**src/rtl/axi4_lite_pkg.sv**
```systemverilog
// Shared types and default widths for the single-outstanding AXI4-Lite initiator.
package axi4_lite_pkg;

  typedef enum logic [1:0] {
    OKAY   = 2'b00,
    EXOKAY = 2'b01,
    SLVERR = 2'b10,
    DECERR = 2'b11
  } resp_t;

  typedef enum logic [2:0] {
    IDLE,
    WR_REQ,
    WR_RESP,
    RD_REQ,
    RD_RESP,
    RSP
  } mst_state_t;

  localparam int unsigned DEF_ADDR_W         = 32;
  localparam int unsigned DEF_DATA_W         = 32;
  localparam int unsigned DEF_TIMEOUT_CYCLES = 1024;

endpackage

```
**src/rtl/axi4_lite_master.sv**
```systemverilog
// Single-outstanding AXI4-Lite initiator: cmd port in, one AXI transaction, rsp port out.
// Define AXI_MST_TIMEOUT_EN to add a watchdog that ends a stalled transaction with DECERR and timeout_o.
module axi4_lite_master
  import axi4_lite_pkg::*;
#(
  parameter int unsigned ADDR_W         = DEF_ADDR_W,
  parameter int unsigned DATA_W         = DEF_DATA_W,   // 32 or 64
  parameter int unsigned TIMEOUT_CYCLES = DEF_TIMEOUT_CYCLES,
  localparam int unsigned STRB_W        = DATA_W / 8
) (
  input  logic              clk,
  input  logic              reset,
  input  logic              cmd_valid,
  output logic              cmd_ready,
  input  logic              cmd_write,
  input  logic [ADDR_W-1:0] cmd_addr,
  input  logic [DATA_W-1:0] cmd_wdata,
  input  logic [STRB_W-1:0] cmd_wstrb,
  output logic              rsp_valid,
  input  logic              rsp_ready,
  output logic              rsp_write,
  output logic [DATA_W-1:0] rsp_rdata,
  output logic [1:0]        rsp_resp,
`ifdef AXI_MST_TIMEOUT_EN
  output logic              timeout_o,
`endif
  output logic              awvalid,
  input  logic              awready,
  output logic [ADDR_W-1:0] awaddr,
  output logic              wvalid,
  input  logic              wready,
  output logic [DATA_W-1:0] wdata,
  output logic [STRB_W-1:0] wstrb,
  input  logic              bvalid,
  output logic              bready,
  input  logic [1:0]        bresp,
  output logic              arvalid,
  input  logic              arready,
  output logic [ADDR_W-1:0] araddr,
  input  logic              rvalid,
  output logic              rready,
  input  logic [DATA_W-1:0] rdata,
  input  logic [1:0]        rresp
);

  mst_state_t        state_q, state_d;
  logic              awvalid_q, awvalid_d, wvalid_q, wvalid_d, bready_q, bready_d;
  logic              arvalid_q, arvalid_d, rready_q, rready_d;
  logic [ADDR_W-1:0] awaddr_q, awaddr_d, araddr_q, araddr_d;
  logic [DATA_W-1:0] wdata_q, wdata_d, rsp_rdata_q, rsp_rdata_d;
  logic [STRB_W-1:0] wstrb_q, wstrb_d;
  logic              rsp_valid_q, rsp_valid_d, rsp_write_q, rsp_write_d;
  resp_t             rsp_resp_q, rsp_resp_d;
`ifdef AXI_MST_TIMEOUT_EN
  localparam int unsigned CNT_W = $clog2(TIMEOUT_CYCLES + 1);
  logic [CNT_W-1:0]  cnt_q, cnt_d;
  logic              timeout_q, timeout_d;
`endif

  always_comb begin
    state_d     = state_q;
    awvalid_d   = awvalid_q;
    wvalid_d    = wvalid_q;
    bready_d    = bready_q;
    arvalid_d   = arvalid_q;
    rready_d    = rready_q;
    awaddr_d    = awaddr_q;
    araddr_d    = araddr_q;
    wdata_d     = wdata_q;
    wstrb_d     = wstrb_q;
    rsp_valid_d = rsp_valid_q;
    rsp_write_d = rsp_write_q;
    rsp_rdata_d = rsp_rdata_q;
    rsp_resp_d  = rsp_resp_q;
`ifdef AXI_MST_TIMEOUT_EN
    cnt_d       = cnt_q;
    timeout_d   = timeout_q;
`endif
    case (state_q)
      IDLE: begin
        if (cmd_valid) begin
          if (cmd_write) begin
            awvalid_d = 1'b1;
            wvalid_d  = 1'b1;
            awaddr_d  = cmd_addr;
            wdata_d   = cmd_wdata;
            wstrb_d   = cmd_wstrb;
            state_d   = WR_REQ;
          end else begin
            arvalid_d = 1'b1;
            araddr_d  = cmd_addr;
            state_d   = RD_REQ;
          end
        end
      end
      WR_REQ: begin
        // AW and W retire independently; the response phase opens once both are gone.
        if (awvalid_q && awready) awvalid_d = 1'b0;
        if (wvalid_q && wready)   wvalid_d  = 1'b0;
        if (!awvalid_d && !wvalid_d) begin
          bready_d = 1'b1;
          state_d  = WR_RESP;
        end
      end
      WR_RESP: begin
        if (bvalid) begin
          bready_d    = 1'b0;
          rsp_valid_d = 1'b1;
          rsp_write_d = 1'b1;
          rsp_rdata_d = '0;
          rsp_resp_d  = resp_t'(bresp);
          state_d     = RSP;
        end
      end
      RD_REQ: begin
        if (arready) begin
          arvalid_d = 1'b0;
          rready_d  = 1'b1;
          state_d   = RD_RESP;
        end
      end
      RD_RESP: begin
        if (rvalid) begin
          rready_d    = 1'b0;
          rsp_valid_d = 1'b1;
          rsp_write_d = 1'b0;
          rsp_rdata_d = rdata;
          rsp_resp_d  = resp_t'(rresp);
          state_d     = RSP;
        end
      end
      RSP: begin
        if (rsp_ready) begin
          rsp_valid_d = 1'b0;
`ifdef AXI_MST_TIMEOUT_EN
          timeout_d   = 1'b0;
`endif
          state_d     = IDLE;
        end
      end
      default: state_d = IDLE;
    endcase
`ifdef AXI_MST_TIMEOUT_EN
    // Watchdog overrides whatever the channel logic decided on the expiring cycle.
    if (state_q == IDLE) begin
      cnt_d = '0;
    end else if (state_q != RSP) begin
      cnt_d = cnt_q + 1'b1;
      if (cnt_q == CNT_W'(TIMEOUT_CYCLES - 1)) begin
        awvalid_d   = 1'b0;
        wvalid_d    = 1'b0;
        bready_d    = 1'b0;
        arvalid_d   = 1'b0;
        rready_d    = 1'b0;
        rsp_valid_d = 1'b1;
        rsp_write_d = (state_q == WR_REQ) || (state_q == WR_RESP);
        rsp_rdata_d = '0;
        rsp_resp_d  = DECERR;
        timeout_d   = 1'b1;
        state_d     = RSP;
      end
    end
`endif
  end

  always_ff @(posedge clk or posedge reset) begin
    if (reset) begin
      state_q     <= IDLE;
      awvalid_q   <= 1'b0;
      wvalid_q    <= 1'b0;
      bready_q    <= 1'b0;
      arvalid_q   <= 1'b0;
      rready_q    <= 1'b0;
      awaddr_q    <= '0;
      araddr_q    <= '0;
      wdata_q     <= '0;
      wstrb_q     <= '0;
      rsp_valid_q <= 1'b0;
      rsp_write_q <= 1'b0;
      rsp_rdata_q <= '0;
      rsp_resp_q  <= OKAY;
`ifdef AXI_MST_TIMEOUT_EN
      cnt_q       <= '0;
      timeout_q   <= 1'b0;
`endif
    end else begin
      state_q     <= state_d;
      awvalid_q   <= awvalid_d;
      wvalid_q    <= wvalid_d;
      bready_q    <= bready_d;
      arvalid_q   <= arvalid_d;
      rready_q    <= rready_d;
      awaddr_q    <= awaddr_d;
      araddr_q    <= araddr_d;
      wdata_q     <= wdata_d;
      wstrb_q     <= wstrb_d;
      rsp_valid_q <= rsp_valid_d;
      rsp_write_q <= rsp_write_d;
      rsp_rdata_q <= rsp_rdata_d;
      rsp_resp_q  <= rsp_resp_d;
`ifdef AXI_MST_TIMEOUT_EN
      cnt_q       <= cnt_d;
      timeout_q   <= timeout_d;
`endif
    end
  end

  assign cmd_ready = (state_q == IDLE);
  assign awvalid   = awvalid_q;
  assign awaddr    = awaddr_q;
  assign wvalid    = wvalid_q;
  assign wdata     = wdata_q;
  assign wstrb     = wstrb_q;
  assign bready    = bready_q;
  assign arvalid   = arvalid_q;
  assign araddr    = araddr_q;
  assign rready    = rready_q;
  assign rsp_valid = rsp_valid_q;
  assign rsp_write = rsp_write_q;
  assign rsp_rdata = rsp_rdata_q;
  assign rsp_resp  = rsp_resp_q;
`ifdef AXI_MST_TIMEOUT_EN
  assign timeout_o = timeout_q;
`endif

endmodule

```
**config.mk**
```make
export PLATFORM = sky130hd
export DESIGN_NAME = axi4_lite_master
export DESIGN_NICKNAME = d
export VERILOG_FILES = /design/src/rtl/axi4_lite_pkg.sv /design/src/rtl/axi4_lite_master.sv
export SDC_FILE = /design/constraint.sdc
export NUM_CORES = 1
export LEC_CHECK = 0
export CORE_MARGIN = 2
export CORE_UTILIZATION = 41
export DETAILED_ROUTE_END_ITERATION = 6
export PLACE_DENSITY = 0.79
export SLEW_MARGIN = 0
export SYNTH_ARGS = -nofsm -noshare
export SYNTH_HDL_FRONTEND = slang
export SYNTH_SLANG_ARGS = --single-unit
export TNS_END_PERCENT = 10
```
**constraint.sdc**
```tcl
create_clock -name clk -period 5.1 [get_ports clk]
set_input_delay 0.765 -clock clk [delete_from_list [all_inputs] [get_ports clk]]
set_output_delay 0.765 -clock clk [all_outputs]
set_load 0.01 [all_outputs]
```
==> Word level (Yosys, flattened, before mapping) <==
Cells that the tools add are included.
{ "classes": {"eq_ne": 13, "muxes": 37, "n_bitwise": 1, "n_reduce_logical": 21} }
{ "op_table": {"columns": ["cell", "count"], "rows": [
  ["2-to-1 mux 32 bit", 2],
  ["case mux 32 bit (2 select lines)", 1],
  ["2-to-1 mux 3 bit", 6],
  ["case mux 3 bit (6 select lines)", 1],
  ["AND reduction 3 bit", 6],
  ["2-to-1 mux 1 bit", 16],
  ["!= test 2 bit, second input constant", 7],
  ["case mux 1 bit (2 select lines)", 6],
  ["nonzero test 2 bit", 5],
  ["AND reduction 4 bit", 2],
  ["== test 3 x 2 -> 1 bit, second input constant", 2],
  ["== test 3 bit, second input constant", 2],
  ["2-to-1 mux 2 bit", 3],
  ["AND reduction 6 bit", 1],
  ["case mux 2 bit (2 select lines)", 1],
  ["== test 3 x 1 -> 1 bit, second input constant", 1],
  ["logical AND 1 bit", 3],
  ["logical NOT 3 bit", 1],
  ["case mux 1 bit (3 select lines)", 1],
  ["nonzero test 3 bit", 1],
  ["logical NOT 1 bit", 2],
  ["!= test 2 x 1 -> 1 bit, second input constant", 1],
  ["NOT 1 bit", 1]
]} }
{ "word_totals": {"register_bits": 144, "in_bits": 114} }

==> Longest topological paths before layout <==
{ "depth": {"ltp_word": 7, "ltp_mapped": 6, "ltp_nobuf": 3} }

==> Worst setup path after synthesis <==
OpenSTA, ideal clock, no wires.
{ "synth_path": {"path_kind": "flip-flop to flip-flop", "start": "register state_q[1]", "end": "register araddr_q[7] (netlist: araddr[7])", "setup_time_ns": 0.125, "t_arrival_ns": 1.594, "required_ns": 4.975, "path_slack_ns": 3.381, "path_stages_with_launch": 7, "period_less_slack_ns": 1.719, "path_cell_list": "dfrtp_1 > buf_6 > nor3_4 > and3b_1 > buf_2 > buf_4 > mux2_2"} }
{ "synth_between": {"elab_chain_len": 2} }
{ "synth_rtl": {"columns": ["element", "line_no", "source"], "rows": [
  ["start: declaration", "axi4_lite_master.sv:46", "mst_state_t state_q, state_d;"],
  ["start signal: assignment", "axi4_lite_master.sv:187", "state_q <= state_d;"],
  ["logical NOT 3 bit", null, null],
  ["via cmd_ready", "axi4_lite_master.sv:14", "output logic cmd_ready,"],
  ["AND reduction 3 bit (no line)", null, null],
  ["end signal: assignment", "axi4_lite_master.sv:194", "araddr_q <= araddr_d;"],
  ["end: declaration", "axi4_lite_master.sv:49", "logic [ADDR_W-1:0] awaddr_q, awaddr_d, araddr_q, araddr_d;"]
]} }
The timed path passes the listed nets, and every way through them passes these cells.
A chain may end at the register's enable or synchronous reset.

==> Worst setup path after layout <==
{ "layout_path": {"start": "register state_q[0]", "end": "output port cmd_ready"} }
{ "layout_between": {"elab_chain_len": 1} }
{ "layout_rtl": {"columns": ["element", "line_no", "source"], "rows": [
  ["logical NOT 3 bit", "axi4_lite_master.sv:208", "assign cmd_ready = (state_q == IDLE);"],
  ["end: declaration", "axi4_lite_master.sv:14", null]
]} }
Every way passes these cells.

==> run summary <==
The hold-critical path endpoint is araddr[4]$_DFFE_PP0P_. The wire length per cell is 18.0 µm. The die is 121 µm tall.

In this run the count of I/O pins placed on the die edge is 256. The highest achievable clock rate is 361 MHz. The post-route core utilization came out at 66.7%. The TritonCTS clock tree is built. The via count of the first global-routing pass is 4330. The growth of design area from synthesis to finish came out at 58.7%. In the routed design, unresolved DRC markers number 0. The static leakage came out at 3.83 nW.

The number of antenna diodes in the final layout is 0. The final-layout setup total negative slack is 0 ns. The post-route clock skew is 0.00928 ns. CTS built an H-tree with a depth of 4.

Clock-pin slew was measured on the worst setup and hold paths at 0.06 ns. The synthesized netlist occupies a cell area of 5590 µm². For this run the aggregate overflow at the end of global routing stands at 0. The register-to-register setup slack came out at 2.51 ns.

The cell taking the most area after synthesis is sky130_fd_sc_hd__dfrtp_1. Along the worst path, the maximum fanout reaches 15. In this run the worst hold path is classified as flip-flop to flip-flop.

The final number of setup-violating endpoints came out at 0. The total wire length after detailed routing came out at 14300 µm. The detailed router finished its first iteration with 130 violations. The number of gates resized after CTS was 0. The share of synthesized area occupied by flip-flops and latches came out at 64.5%. The required arrival time at the worst endpoint came out at 4.34 ns.

Walking the worst path, the cells encountered are nor3_4, clkdlybuf4s50_1. For the worst-skew pair, the clock arrives at the later sink with an insertion delay of 0.42 ns. The cell sitting at the root of the clock tree is a sky130_fd_sc_hd__clkbuf_16.

Input and output buffers added on the ports amount to 255. The via count normalized by instance count came out at 4.95. The number of non-filler instances in the completed layout came out at 797. The startpoint of the worst hold path is araddr[4]$_DFFE_PP0P_. The number of clock sinks seen by CTS came out at 144.

In the final layout, the share of cells above drive strength 1 is 22.1%. The floorplan step defined a core boundary enclosing 13300 µm². After the last flow step, the layout net total stands at 722. The run finished with clean final reports. The startpoint identified for the worst register-to-register timing path is state_q[0]$_DFFE_PP0P_. The effective utilization at floorplan is 42.0%. The worst max-slew margin expressed relative to the limit is 25.9%. The number of hold violations in the final report was 0. The first global-routing pass estimated 22600 µm of wire. The minimum period implied by the final worst setup slack came out at 2.77 ns. The worst setup path is launched from a flip-flop. The cell count of the worst hold path is 1.

For the pin with the worst max-slew slack, the measured transition is 1.11 ns. The die outline area came out at 14600 µm². The final route contains 3943 vias. The number of CTS-inserted buffers is 17.

The mean area per synthesized cell came out at 15.9 µm². The overall fraction of global-route tracks in use is 20.4%. The depth of the worst register-to-register path is 3. The ratio of total power to cell area is 635 nW/µm². The count of antenna-violating nets left after detailed routing is 0. IR analysis of the VDD net gives a maximum drop of 359 µV. The count of mapped cells out of synthesis is 351. The worst setup path is captured at a primary output.

In this run, placement finished with an instance count of 765. The number of distinct library cells after synthesis came out at 34. The maximum number of pins on one net before global-route repair came out at 113. In the post-synthesis netlist, the biggest area contributors are sky130_fd_sc_hd__dfrtp_1 (65%), sky130_fd_sc_hd__mux2_2 (16%), sky130_fd_sc_hd__mux2_4 (5.4%), sky130_fd_sc_hd__a22o_1 (5.0%), sky130_fd_sc_hd__mux2_1 (1.4%). The longest individual stage delay on the worst path is 0.64 ns. Counting the fill cells in the layout gives 967.

Yosys printed 0 warnings. The post-synthesis sequential element count is 144. The max-slew violation count is 0.

At the end of routability-driven placement, the weighted congestion stood at 0.798. The net count after synthesis came out at 465. The final critical path takes up 54.2% of the cycle. The number of buffers on the longest clock path is 2. The worst register-to-register path ends at wstrb[2]$_DFFE_PP0P_. The total power came out at 5.63 mW.

The synthesized design devotes to its leading area cell type 64.5% of total area. The detailed-router iteration count before antenna repair came out at 4. The die width is 121 µm. The critical path start-end classification is flip-flop to primary output.

The arrival time of the worst setup path is 2.00 ns. The count of max-cap constraint violations is 0. The initial antenna violation count is 0. Row generation in the floorplan step produced 42 rows. The half-perimeter wire length after detailed placement came out at 10200 µm. The count of buffers added by post-CTS timing repair for setup is 0.

On the critical path, the stage with the largest delay is an instance of sky130_fd_sc_hd__clkdlybuf4s50_1. Setup repair after global routing left no endpoint under its margin. The post-cts hold buffer count came out at 0.
-- area by class of cell --
class | count | area (µm²) | area share, %
clock inverter | 9 | 106 | 1.20
inverter | 3 | 16.3 | 0.184
timing repair buffer | 258 | 2570 | 29.1
clock buffer | 23 | 488 | 5.51
sequential | 144 | 3600 | 40.7
tap | 176 | 220 | 2.48
multi-input combinational | 184 | 1850 | 20.9
-- cells in the final DEF (no fill, tap or decap), types with 4 or more instances in the layout --
master and count:
sky130_fd_sc_hd__a21oi_1 6, sky130_fd_sc_hd__o21ai_0 5, sky130_fd_sc_hd__clkbuf_16 17, sky130_fd_sc_hd__mux2_4 20, sky130_fd_sc_hd__a22o_1 32, sky130_fd_sc_hd__mux2_1 7, sky130_fd_sc_hd__a31oi_1 4, sky130_fd_sc_hd__clkdlybuf4s50_1 255
sky130_fd_sc_hd__nand2b_1 4, sky130_fd_sc_hd__dfrtp_1 144, sky130_fd_sc_hd__nand2_1 6, sky130_fd_sc_hd__mux2_2 77, sky130_fd_sc_hd__clkbuf_8 4
-- stage by stage --
step / hold slack (ns) / instance area, µm² / setup slack (ns)
after detailed placement: 0.474 / 8270 / 2.11
after global placement: 0.470 / 8270 / 2.15
after CTS: 0.486 / 8860 / 2.33
after floorplan: 0.529 / 5590 / 0.469
after global routing: 0.509 / 8860 / 2.23
final: 0.479 / 8860 / 2.33
-- synthesized netlist by cell type (all sizes together) --
cell and number:
and3b 3, nor3b 1, inv 3, nand2 6, o32a 1, a21boi 1
o22a 1, o22ai 1, nor3 3, nand2b 4, a22o 32, mux2 104
or4 1, a31oi 4, nand4 1, o21bai 1, a21oi 6, o21ba 1
buf 19, dfrtp 144, nor2 1, and2 1, o21ai 5, clkbuf 1
mux2i 2, o31ai 1, nand3 2, nor2b 1
-- power breakdown --
group          switching, mW  internal [mW]  total, mW
Combinational          0.872           1.51       2.38
Sequential             0.335           1.69       2.02
Clock                  0.456          0.770       1.23
Total                   1.66           3.97       5.63
-- per-layer routing --
| layer | wire [µm] | global-route usage (%) |
|---|---|---|
| met5 | 0 | 0 |
| met4 | 349 | 7.92 |
| met3 | 1170 | 8.68 |
| met2 | 7280 | 34.7 |
| met1 | 5510 | 22.6 |
-- worst max-delay path by stage --
stage,to,startpoint,slack [ns],cells past startpoint
6_report,cmd_ready,state_q[0]$_DFFE_PP0P_,2.33,2
5_1_grt,cmd_ready,state_q[0]$_DFFE_PP0P_,2.23,2
4_1_cts,cmd_ready,state_q[0]$_DFFE_PP0P_,2.33,2
3_5_place_dp,wstrb[2]$_DFFE_PP0P_,cmd_valid,2.11,3
3_3_place_gp,awaddr[29]$_DFFE_PP0P_,cmd_valid,2.15,3
2_1_floorplan,araddr[0]$_DFFE_PP0P_,reset,0.47,1
-- registers in the layout (all words and copies together) (netlist names) --
name	cells
araddr	32
awaddr	32
rsp_rdata	32
wdata	32
wstrb	4
state_q	3
rsp_resp	2
arvalid	1
awvalid	1
bready	1
rready	1
rsp_valid	1
rsp_write	1
wvalid	1
-- worst max-delay path, delay by kind of cell, from the launching register on --
kind	cells	cell delay [ns]
AND/OR/NAND/NOR	1	0.38
buffers and inverters	1	0.64
flip-flops	1	0.56
-- kinds of logic after synthesis --
kind of cell	count (synthesis)	synth area share, %
buffers and inverters	23	2.55
DFF	144	64.5
muxes	106	22.7
AOI/OAI and AO/OA	54	7.55
and+or+nand+nor	24	2.73
(Power assumes the default switching activity.)
